`src/rtl/enemy_ai_pkg.sv`:
```
// Shared types and defaults for the enemy AI controller.
package enemy_ai_pkg;

  localparam int unsigned X_W   = 11;
  localparam int unsigned DX_W  = 12;
  localparam int unsigned CNT_W = 8;

  localparam int unsigned AI_NEAR_DIST     = 48;
  localparam int unsigned AI_REACT_FRAMES  = 3;
  localparam int unsigned AI_DEFEND_FRAMES = 8;
  localparam int unsigned AI_ATK_COOLDOWN  = 12;
  localparam logic [15:0] AI_LFSR_SEED     = 16'hACE1;
  localparam logic [15:0] AI_LFSR_MASK     = 16'hB400;

  localparam logic [CNT_W-1:0] CNT_ONE = 1;

  typedef enum logic [2:0] {
    AI_IDLE     = 3'd0,
    AI_APPROACH = 3'd1,
    AI_RETREAT  = 3'd2,
    AI_GUARD    = 3'd3,
    AI_ATTACK   = 3'd4
  } ai_state_e;

  typedef struct packed {
    logic right;
    logic left;
    logic jump;
    logic squat;
    logic defend;
    logic attack;
  } ai_cmd_t;

  function automatic logic [15:0] lfsr_step(input logic [15:0] q);
    return q[0] ? ((q >> 1) ^ AI_LFSR_MASK) : (q >> 1);
  endfunction

endpackage

```
`src/rtl/enemy_ai_lfsr16.sv`:
```
// Seeded 16-bit Galois LFSR; exposes only the low nibble used for jump rolls.
module ai_lfsr16
  import enemy_ai_pkg::*;
#(
  parameter logic [15:0] SEED = AI_LFSR_SEED
) (
  input  logic       clk,
  input  logic       rst_n,
  input  logic       adv,
  output logic [3:0] nib
);

  logic [15:0] q;

  always_ff @(posedge clk or negedge rst_n) begin
    if (!rst_n)   q <= SEED;
    else if (adv) q <= lfsr_step(q);
  end

  assign nib = q[3:0];

endmodule

```
`src/rtl/enemy_ai.sv`:
```
// Per-frame opponent decision FSM driving enemy motion commands as one-cycle pulses.
module enemy_ai
  import enemy_ai_pkg::*;
#(
  parameter int unsigned NEAR_DIST     = AI_NEAR_DIST,
  parameter int unsigned REACT_FRAMES  = AI_REACT_FRAMES,
  parameter int unsigned DEFEND_FRAMES = AI_DEFEND_FRAMES,
  parameter int unsigned ATK_COOLDOWN  = AI_ATK_COOLDOWN,
  parameter logic [15:0] LFSR_SEED     = AI_LFSR_SEED
) (
  input  logic                  clk,
  input  logic                  rst_n,
  input  logic                  frame,
  input  logic                  enable,
  input  logic signed [X_W-1:0] player_x,
  input  logic                  player_isJ,
  input  logic                  player_atk,
  input  logic signed [X_W-1:0] enemy_x,
  input  logic                  enemy_isJ,
  output logic                  right,
  output logic                  left,
  output logic                  jump,
  output logic                  squat,
  output logic                  defend,
  output logic                  attack,
  output logic [2:0]            state
);

  ai_state_e              st_q, st_d, dec_state;
  ai_cmd_t                cmd_q, cmd_d, dec_cmd;
  logic [CNT_W-1:0]       react_q, react_d, guard_q, guard_d, cd_q, cd_d;
  logic [3:0]             rnd;
  logic signed [DX_W-1:0] dx;
  logic [DX_W-1:0]        ad;
  logic                   near, dx_pos, dx_neg, roll_jump;

  ai_lfsr16 #(.SEED(LFSR_SEED)) u_lfsr (
    .clk   (clk),
    .rst_n (rst_n),
    .adv   (frame & enable),
    .nib   (rnd)
  );

  // Sign-extend before subtracting so the full +/-2047 range fits.
  assign dx     = {enemy_x[X_W-1], enemy_x} - {player_x[X_W-1], player_x};
  assign ad     = dx[DX_W-1] ? DX_W'(-dx) : DX_W'(dx);
  assign near   = (ad <= DX_W'(NEAR_DIST));
  assign dx_neg = dx[DX_W-1];
  assign dx_pos = !dx[DX_W-1] && (dx != '0);
  assign roll_jump = (rnd == 4'd0) && !enemy_isJ;

  always_ff @(posedge clk or negedge rst_n) begin
    if (!rst_n) begin
      st_q    <= AI_IDLE;
      cmd_q   <= '0;
      react_q <= CNT_W'(REACT_FRAMES);
      guard_q <= '0;
      cd_q    <= '0;
    end else begin
      st_q    <= st_d;
      cmd_q   <= cmd_d;
      react_q <= react_d;
      guard_q <= guard_d;
      cd_q    <= cd_d;
    end
  end

  always_comb begin
    dec_state = AI_APPROACH;
    dec_cmd   = '0;
    if (player_atk && near) begin
      dec_state      = AI_GUARD;
      dec_cmd.defend = 1'b1;
    end else if (near && cd_q == '0) begin
      dec_state      = AI_ATTACK;
      dec_cmd.attack = 1'b1;
    end else if (near) begin
      dec_state     = AI_RETREAT;
      dec_cmd.right = dx_pos;
      dec_cmd.left  = dx_neg;
      dec_cmd.jump  = roll_jump;
      dec_cmd.squat = player_isJ && !enemy_isJ && !roll_jump;
    end else begin
      dec_cmd.left  = dx_pos;
      dec_cmd.right = dx_neg;
      dec_cmd.jump  = roll_jump;
    end
  end

  always_comb begin
    st_d    = st_q;
    cmd_d   = '0;
    react_d = react_q;
    guard_d = guard_q;
    cd_d    = cd_q;
    if (!enable) begin
      st_d    = AI_IDLE;
      react_d = CNT_W'(REACT_FRAMES);
      guard_d = '0;
      if (frame && cd_q != '0) cd_d = cd_q - CNT_ONE;
    end else if (frame) begin
      if (cd_q != '0) cd_d = cd_q - CNT_ONE;
      case (st_q)
        AI_IDLE: begin
          if (react_q != '0) react_d = react_q - CNT_ONE;
          else begin
            st_d  = dec_state;
            cmd_d = dec_cmd;
          end
        end
        AI_GUARD: begin
          if (guard_q != '0) begin
            cmd_d.defend = 1'b1;
            guard_d      = guard_q - CNT_ONE;
          end
          if (guard_q <= CNT_ONE) begin
            st_d    = AI_IDLE;
            react_d = CNT_W'(REACT_FRAMES);
          end
        end
        default: begin
          st_d  = dec_state;
          cmd_d = dec_cmd;
        end
      endcase
      // Entry frame already accounts for the first of the defend frames.
      if (cmd_d.defend && st_q != AI_GUARD) guard_d = CNT_W'(DEFEND_FRAMES - 1);
      if (cmd_d.attack) cd_d = CNT_W'(ATK_COOLDOWN);
    end
  end

  assign right  = cmd_q.right;
  assign left   = cmd_q.left;
  assign jump   = cmd_q.jump;
  assign squat  = cmd_q.squat;
  assign defend = cmd_q.defend;
  assign attack = cmd_q.attack;
  assign state  = st_q;

endmodule

```
`config.mk`:
```
export PLATFORM = sky130hd
export DESIGN_NAME = enemy_ai
export DESIGN_NICKNAME = d
export VERILOG_FILES = /design/src/rtl/enemy_ai_pkg.sv /design/src/rtl/enemy_ai_lfsr16.sv /design/src/rtl/enemy_ai.sv
export SDC_FILE = /design/constraint.sdc
export NUM_CORES = 1
export LEC_CHECK = 0
export CAP_MARGIN = 0
export CORE_ASPECT_RATIO = 1.1
export CORE_MARGIN = 1.5
export CORE_UTILIZATION = 42
export CTS_BUF_LIST = sky130_fd_sc_hd__clkbuf_4 sky130_fd_sc_hd__clkbuf_8
export CTS_CLUSTER_DIAMETER = 100
export DETAILED_ROUTE_END_ITERATION = 10
export SYNTH_ARGS = -nofsm -noshare
export SYNTH_HDL_FRONTEND = slang
export SYNTH_HIERARCHICAL = 1
export SYNTH_SLANG_ARGS = --single-unit
```
`constraint.sdc`:
```
create_clock -name clk -period 3.24 [get_ports clk]
set_input_delay 0.324 -clock clk [delete_from_list [all_inputs] [get_ports clk]]
set_output_delay 0.324 -clock clk [all_outputs]
set_load 0.03 [all_outputs]
```
Word level (Yosys, flattened, before mapping)
Index checks and enable logic that the tools add are counted.
{ "totals": {"reg_bits": 49, "latchBits": 0, "ramBits": 0, "rom_bits": 0, "input_bits": 29, "word_cells": 96, "memories": 0} }
{ "classes": {"add_sub_neg": 5, "multipliers": 0, "n_div": 0, "order_cmp": 2, "eq_ne": 10, "n_shift": 0, "mux": 43, "n_bitwise": 2, "reduce_logical": 23} }
{ "op_table": {"columns": ["cell", "n"], "rows": [
  ["$mux 8", 14],
  ["$reduce_bool 8->1", 3],
  ["$sub 8x1->8 const B", 3],
  ["$mux 3", 7],
  ["$mux 6", 3],
  ["$mux 16", 1],
  ["$pmux 8 s2", 1],
  ["$le 12x6->1 const B", 1],
  ["$mux 12", 1],
  ["$ne 3x1->1 const B", 4],
  ["$neg 12->12", 1],
  ["$reduce_bool 12->1", 1],
  ["$sub 11x11->12", 1],
  ["$mux 1", 9],
  ["$ne 3x3->1 const B", 3],
  ["$reduce_and 3->1", 3],
  ["$le 8x1->1 const B", 1],
  ["$logic_and 1x1->1", 8],
  ["$logic_not 8->1", 1],
  ["$mux 4", 2],
  ["$pmux 4 s2", 1],
  ["$pmux 3 s2", 1],
  ["$logic_not 4->1", 1],
  ["$not 3->4", 1],
  ["other kinds (10)", 13]
]} }

Depth between registers and ports, before layout
{ "depth": {"depth_word": 15, "depth_mapped": 15, "ltp_nobuf": 15} }

Cells and area by module
The synthesis kept the hierarchy.
{ "modules_own_cells": {"columns": ["module", "instances", "cells_each", "area_per_inst_um2", "seq_area_each_um2"], "rows": [
  ["enemy_ai", 1, 328, 2780.2, 828.3],
  ["ai_lfsr16", 1, 44, 685.7, 410.4]
]} }

Least setup slack after synthesis
OpenSTA, ideal clock, no wires.
{ "synth_path": {"path_kind": "in2reg", "startpoint": "in enemy_x[0]", "endpoint": "reg guard_q[7]", "setup_ns": 0.078, "arrival_time_ns": 3.426, "required_ns": 3.162, "setup_slack_ns": -0.264, "cell_stages": 14, "cell_sequence": "inv_1 ha_1 inv_1 fa_1 a211oi_2 nor2_2 xor2_1 nor3_1 nand3_1 a211oi_1 o211a_1 a21oi_2 or4b_1 a21oi_1"} }
{ "synth_between": {"elab_chain_cells": 14, "elab_cells_between_ends": 17} }
{ "synth_lines": {"columns": ["element", "line", "rtl"], "rows": [
  ["from (decl)", "enemy_ai.sv:18", "input logic signed [X_W-1:0] enemy_x,"],
  ["$sub 11x11->12 *", "enemy_ai.sv:45", "assign dx = {enemy_x[X_W-1], enemy_x} - {player_x[X_W-1], player_x};"],
  ["$neg 12->12", "enemy_ai.sv:46", "assign ad = dx[DX_W-1] ? DX_W'(-dx) : DX_W'(dx);"],
  ["$mux 12 *", "enemy_ai.sv:46", null],
  ["$le 12x6->1 *", "enemy_ai.sv:47", "assign near = (ad <= DX_W'(NEAR_DIST));"],
  ["$logic_and 1x1->1 *", "enemy_ai.sv:71", "if (player_atk && near) begin"],
  ["$mux 1 *", "enemy_ai.sv:71", null],
  ["$mux 6", "enemy_ai.sv:105", "if (react_q != '0) react_d = react_q - CNT_ONE;"],
  ["$pmux 1 s2 *", "enemy_ai.sv:103", "case (st_q)"],
  ["$mux 1 *", "enemy_ai.sv:101", "end else if (frame) begin"],
  ["$mux 1 *", "enemy_ai.sv:96", "if (!enable) begin"],
  ["$logic_and 1x1->1 *", "enemy_ai.sv:127", "if (cmd_d.defend && st_q != AI_GUARD) guard_d = CNT_W'(DEFEND_FRAMES - 1);"],
  ["$mux 8", "enemy_ai.sv:127", null],
  ["$mux 8", "enemy_ai.sv:101", null],
  ["$mux 8", "enemy_ai.sv:96", null],
  ["to (signal assigned)", "enemy_ai.sv:63", "guard_q <= guard_d;"],
  ["to (decl)", "enemy_ai.sv:31", "logic [CNT_W-1:0] react_q, react_d, guard_q, guard_d, cd_q, cd_d;"]
]} }
Mark *: on every way between the ends. The rest lies on a longest branch, timed or not. The select of a mux whose other input is x is not followed.
A chain may end at the register's enable or synchronous reset.

Worst setup path after layout
{ "layout_path": {"startpoint": "in enemy_x[7]", "endpoint": "reg cd_q[1]"} }
{ "layout_between": {"elab_chain_cells": 14, "elab_cells_between_ends": 17} }
{ "layout_lines": {"columns": ["element", "line", "rtl"], "rows": [
  ["$sub 11x11->12 *", "enemy_ai.sv:45", null],
  ["$neg 12->12", "enemy_ai.sv:46", null],
  ["$mux 12 *", "enemy_ai.sv:46", null],
  ["$le 12x6->1 *", "enemy_ai.sv:47", null],
  ["$logic_and 1x1->1", "enemy_ai.sv:74", "end else if (near && cd_q == '0) begin"],
  ["$mux 1", "enemy_ai.sv:74", null],
  ["$mux 1 *", "enemy_ai.sv:71", null],
  ["$mux 6", "enemy_ai.sv:105", null],
  ["$pmux 1 s2 *", "enemy_ai.sv:103", null],
  ["$mux 1 *", "enemy_ai.sv:101", null],
  ["$mux 1 *", "enemy_ai.sv:96", null],
  ["$mux 8", "enemy_ai.sv:128", "if (cmd_d.attack) cd_d = CNT_W'(ATK_COOLDOWN);"],
  ["$mux 8", "enemy_ai.sv:101", null],
  ["$mux 8", "enemy_ai.sv:96", null],
  ["to (signal assigned)", "enemy_ai.sv:58", "cd_q <= '0;"],
  ["to (signal assigned)", "enemy_ai.sv:64", "cd_q <= cd_d;"],
  ["to (decl)", "enemy_ai.sv:31", null]
]} }
Marks and branches as above.

==> metrics <==
synth top area cells dfrtp_1, dfstp_2, ha_1, nor2_1, mux2_2; mean area per synthesized cell about 9.3 sq um; WL final between 8000 and 9000 um; number of synthesized flops with an enable pin 0; Clock Tree Buf Depth 2; Async SR Flop Fraction between 90% and 100%; Post-synth top cells dfrtp_1, nor2_1, nand2_1; worst skew pair latency roughly 0.30 ns; vias per cell about 5.3; Max Slew Vio Count 0; syn_nets approximately 420; first-pass GRT wire length between 10,000 and 15,000 um; worst r2r src cd_q[2]$_DFFE_PN0P_; Seq cells post-synth 49; Max Clock Freq between 300 and 400 MHz; post-route ant nets 0; # IOs 38; GPL Wtd Cong just under 0.8; Die X 89.6 um; status finished, violations left; Worst EP arrival 3.46 ns; final setup vio count 6; worst slew pin tran between 1 and 1.5 ns; static leakage 2.23 nW; maximum VDD drop roughly 0.00018 V; Max-cap violations 0; ANT cells 0; Clock transition at path regs 0.09 ns; violated checks setup timing; Worst Path Max Fanout 6; RSZ-0062 raised after global routing yes; ys flop type dfrtp_1; DRC Markers 0; Post-Synthesis Cells between 300 and 400; R2R setup slack 0.68 ns; Slew HR a little under a third; end point of the critical path cd_q[1]$_DFFE_PN0P_; Worst R2R Path Depth 5; detailed placement HPWL 5930 um; row cnt 34; Power Dens Cells around 460 nW/um^2; sequential area share after synthesis a little over a third; synthesized area 3470 sq um; CP Launch Point enemy_x[7]; GRT Total Usage 19.4%; root buffer cell clkbuf_8; CTS tree yes; cell accounting for the most synthesized area dfrtp_1; vias in the first global route approximately 3,200; initial core utilization between 40% and 50%; CTS sink count roughly 50; Yosys warning total 6; routed vias ~3,100; core box area approximately 8000 sq um; largest net degree at the start of global routing 50; DIE HEIGHT approximately 98 um; WL/cell between 10 and 15 um; CTS hold repair buffers 0; final hold viol count 0; Final WS setup -0.0206 ns; total power draw between 2 and 2.5 mW; synthesis-to-layout area growth 42.5%; Detailed Route Iter0 Violations about 110; DR pass1 iterations 4; critical path endpoint category flop; grt ovf 0; startpoint types input port; layout cell share with drive strength beyond 1 between 30% and 40%; Cells after DPL approximately 570; min cycle time layout around 3.3 ns; Clock Skew 0.00328 ns; Yosys top cell area share between 20 and 30%; Worst Hold Class in2async; Period Utilization, post-route 101%; Final #Nets about 530; CP Data Required Time 3.44 ns; synth unique cells 73; Critical R2R Capture cd_q[1]$_DFFE_PN0P_; CTS buffer count 5; Final Non-Filler Cells between 500 and 600; initial antenna violation count 0; H-tree levels 2; die area a little under 9000 sq um; Setup CP Type in2reg; PortBufs 37
where the power goes:
group	leakage (nW)	switching, mW	total [mW]	internal, mW
logic	1.56	0.404	0.907	0.503
clock network	0.0585	0.210	0.441	0.231
registers	0.613	0.128	0.947	0.819
total	2.23	0.741	2.30	1.55
metrics by stage:
stage	instance area, sq um	worst slack, ns	utilization, %	hold WS [ns]	TNS [ns]
detailed placement	4400	-0.845	55.3	0.451	-14.79
finish	4940	-0.0206	62.1	0.199	-0.0751
global placement	4400	-0.755	55.3	0.451	-13.62
CTS	4750	-0.0909	59.8	0.249	-0.272
global route	4940	-0.124	62.1	0.304	-1.16
floorplan	3520	-0.124	-	0.0284	-0.392
layer usage:
layer	wire, um	vias to the layer above	GRT usage, %
met4	178	0	6.39
met5	0	-	0
li1	-	1548	-
met1	3430	1511	22.2
met2	4410	48	36.3
met3	145	15	2.11
placed cells by master, fill, tap and decap left out, types with 6 or more instances in the layout:
master and n:
a21oi_1 9, a21oi_2 8, and2_1 6, and3_1 7
buf_4 77, clkdlybuf4s50_1 21, dfrtp_1 39, dfstp_2 10
dlymetal6s2s_1 6, ha_1 8, ha_4 8, inv_1 14
inv_2 8, mux2_2 10, nand2_1 25, nand3_1 12
nor2_1 38, nor3_1 8, o21ai_0 7, xnor2_1 7
xor2_1 10
cell families after synthesis:
logic type      Yosys count  share of synthesized area, %
compound gates           85                          19.1
xor+xnor                 20                          5.27
fa+ha+maj                17                          6.35
buf+inv                  40                          5.78
flops                    49                          35.7
mux                      16                          5.60
simple gates            145                          22.2
layout make-up:
type	count	area (sq um)
clock buffer	5	68.8
clock inverter	3	43.8
fill	722	3020
multi-input combinational	283	2350
sequential	49	1240
inverter	24	105
timing repair buffer	118	992
tap	108	135
what timing repair did:
action / 4_1_cts / 5_1_grt
pin swaps: 29 / 24
buffers inserted: 9 / 8
gates resized for setup: 60 / 31
setup endpoints to repair: 21 / 20
gates cloned: 0 / 0
critical path, stage by stage:
cell             delay, ns
clkdlybuf4s50_1       0.53
ha_4                  0.24
a21o_1                0.17
or3_4                 0.38
o211ai_1              0.14
nand2_1               0.11
or4_4                 0.55
a21oi_2               0.13
o311a_4               0.21
o211ai_4              0.07
or4_4                 0.45
inv_4                 0.08
o22ai_1               0.06
state kept, by name, summed over array words and instances, names as in the netlist:
register,count
jump,1
u_lfsr/q,16
cd_q,8
right,1
left,1
attack,1
guard_q,8
state,3
squat,1
react_q,8
defend,1
worst min path at each step:
stage,end,slack (ns),depth (start not counted)
floorplan,attack$_DFF_PN0_,0.03,0
detailed placement,cd_q[5]$_DFFE_PN0P_,0.45,1
CTS,guard_q[3]$_DFFE_PN0P_,0.25,1
finish,react_q[3]$_DFFE_PN0P_,0.20,1
global placement,cd_q[5]$_DFFE_PN0P_,0.45,1
global route,react_q[4]$_DFFE_PN0P_,0.30,1
Note: power is estimated with default switching activity, not from simulation.
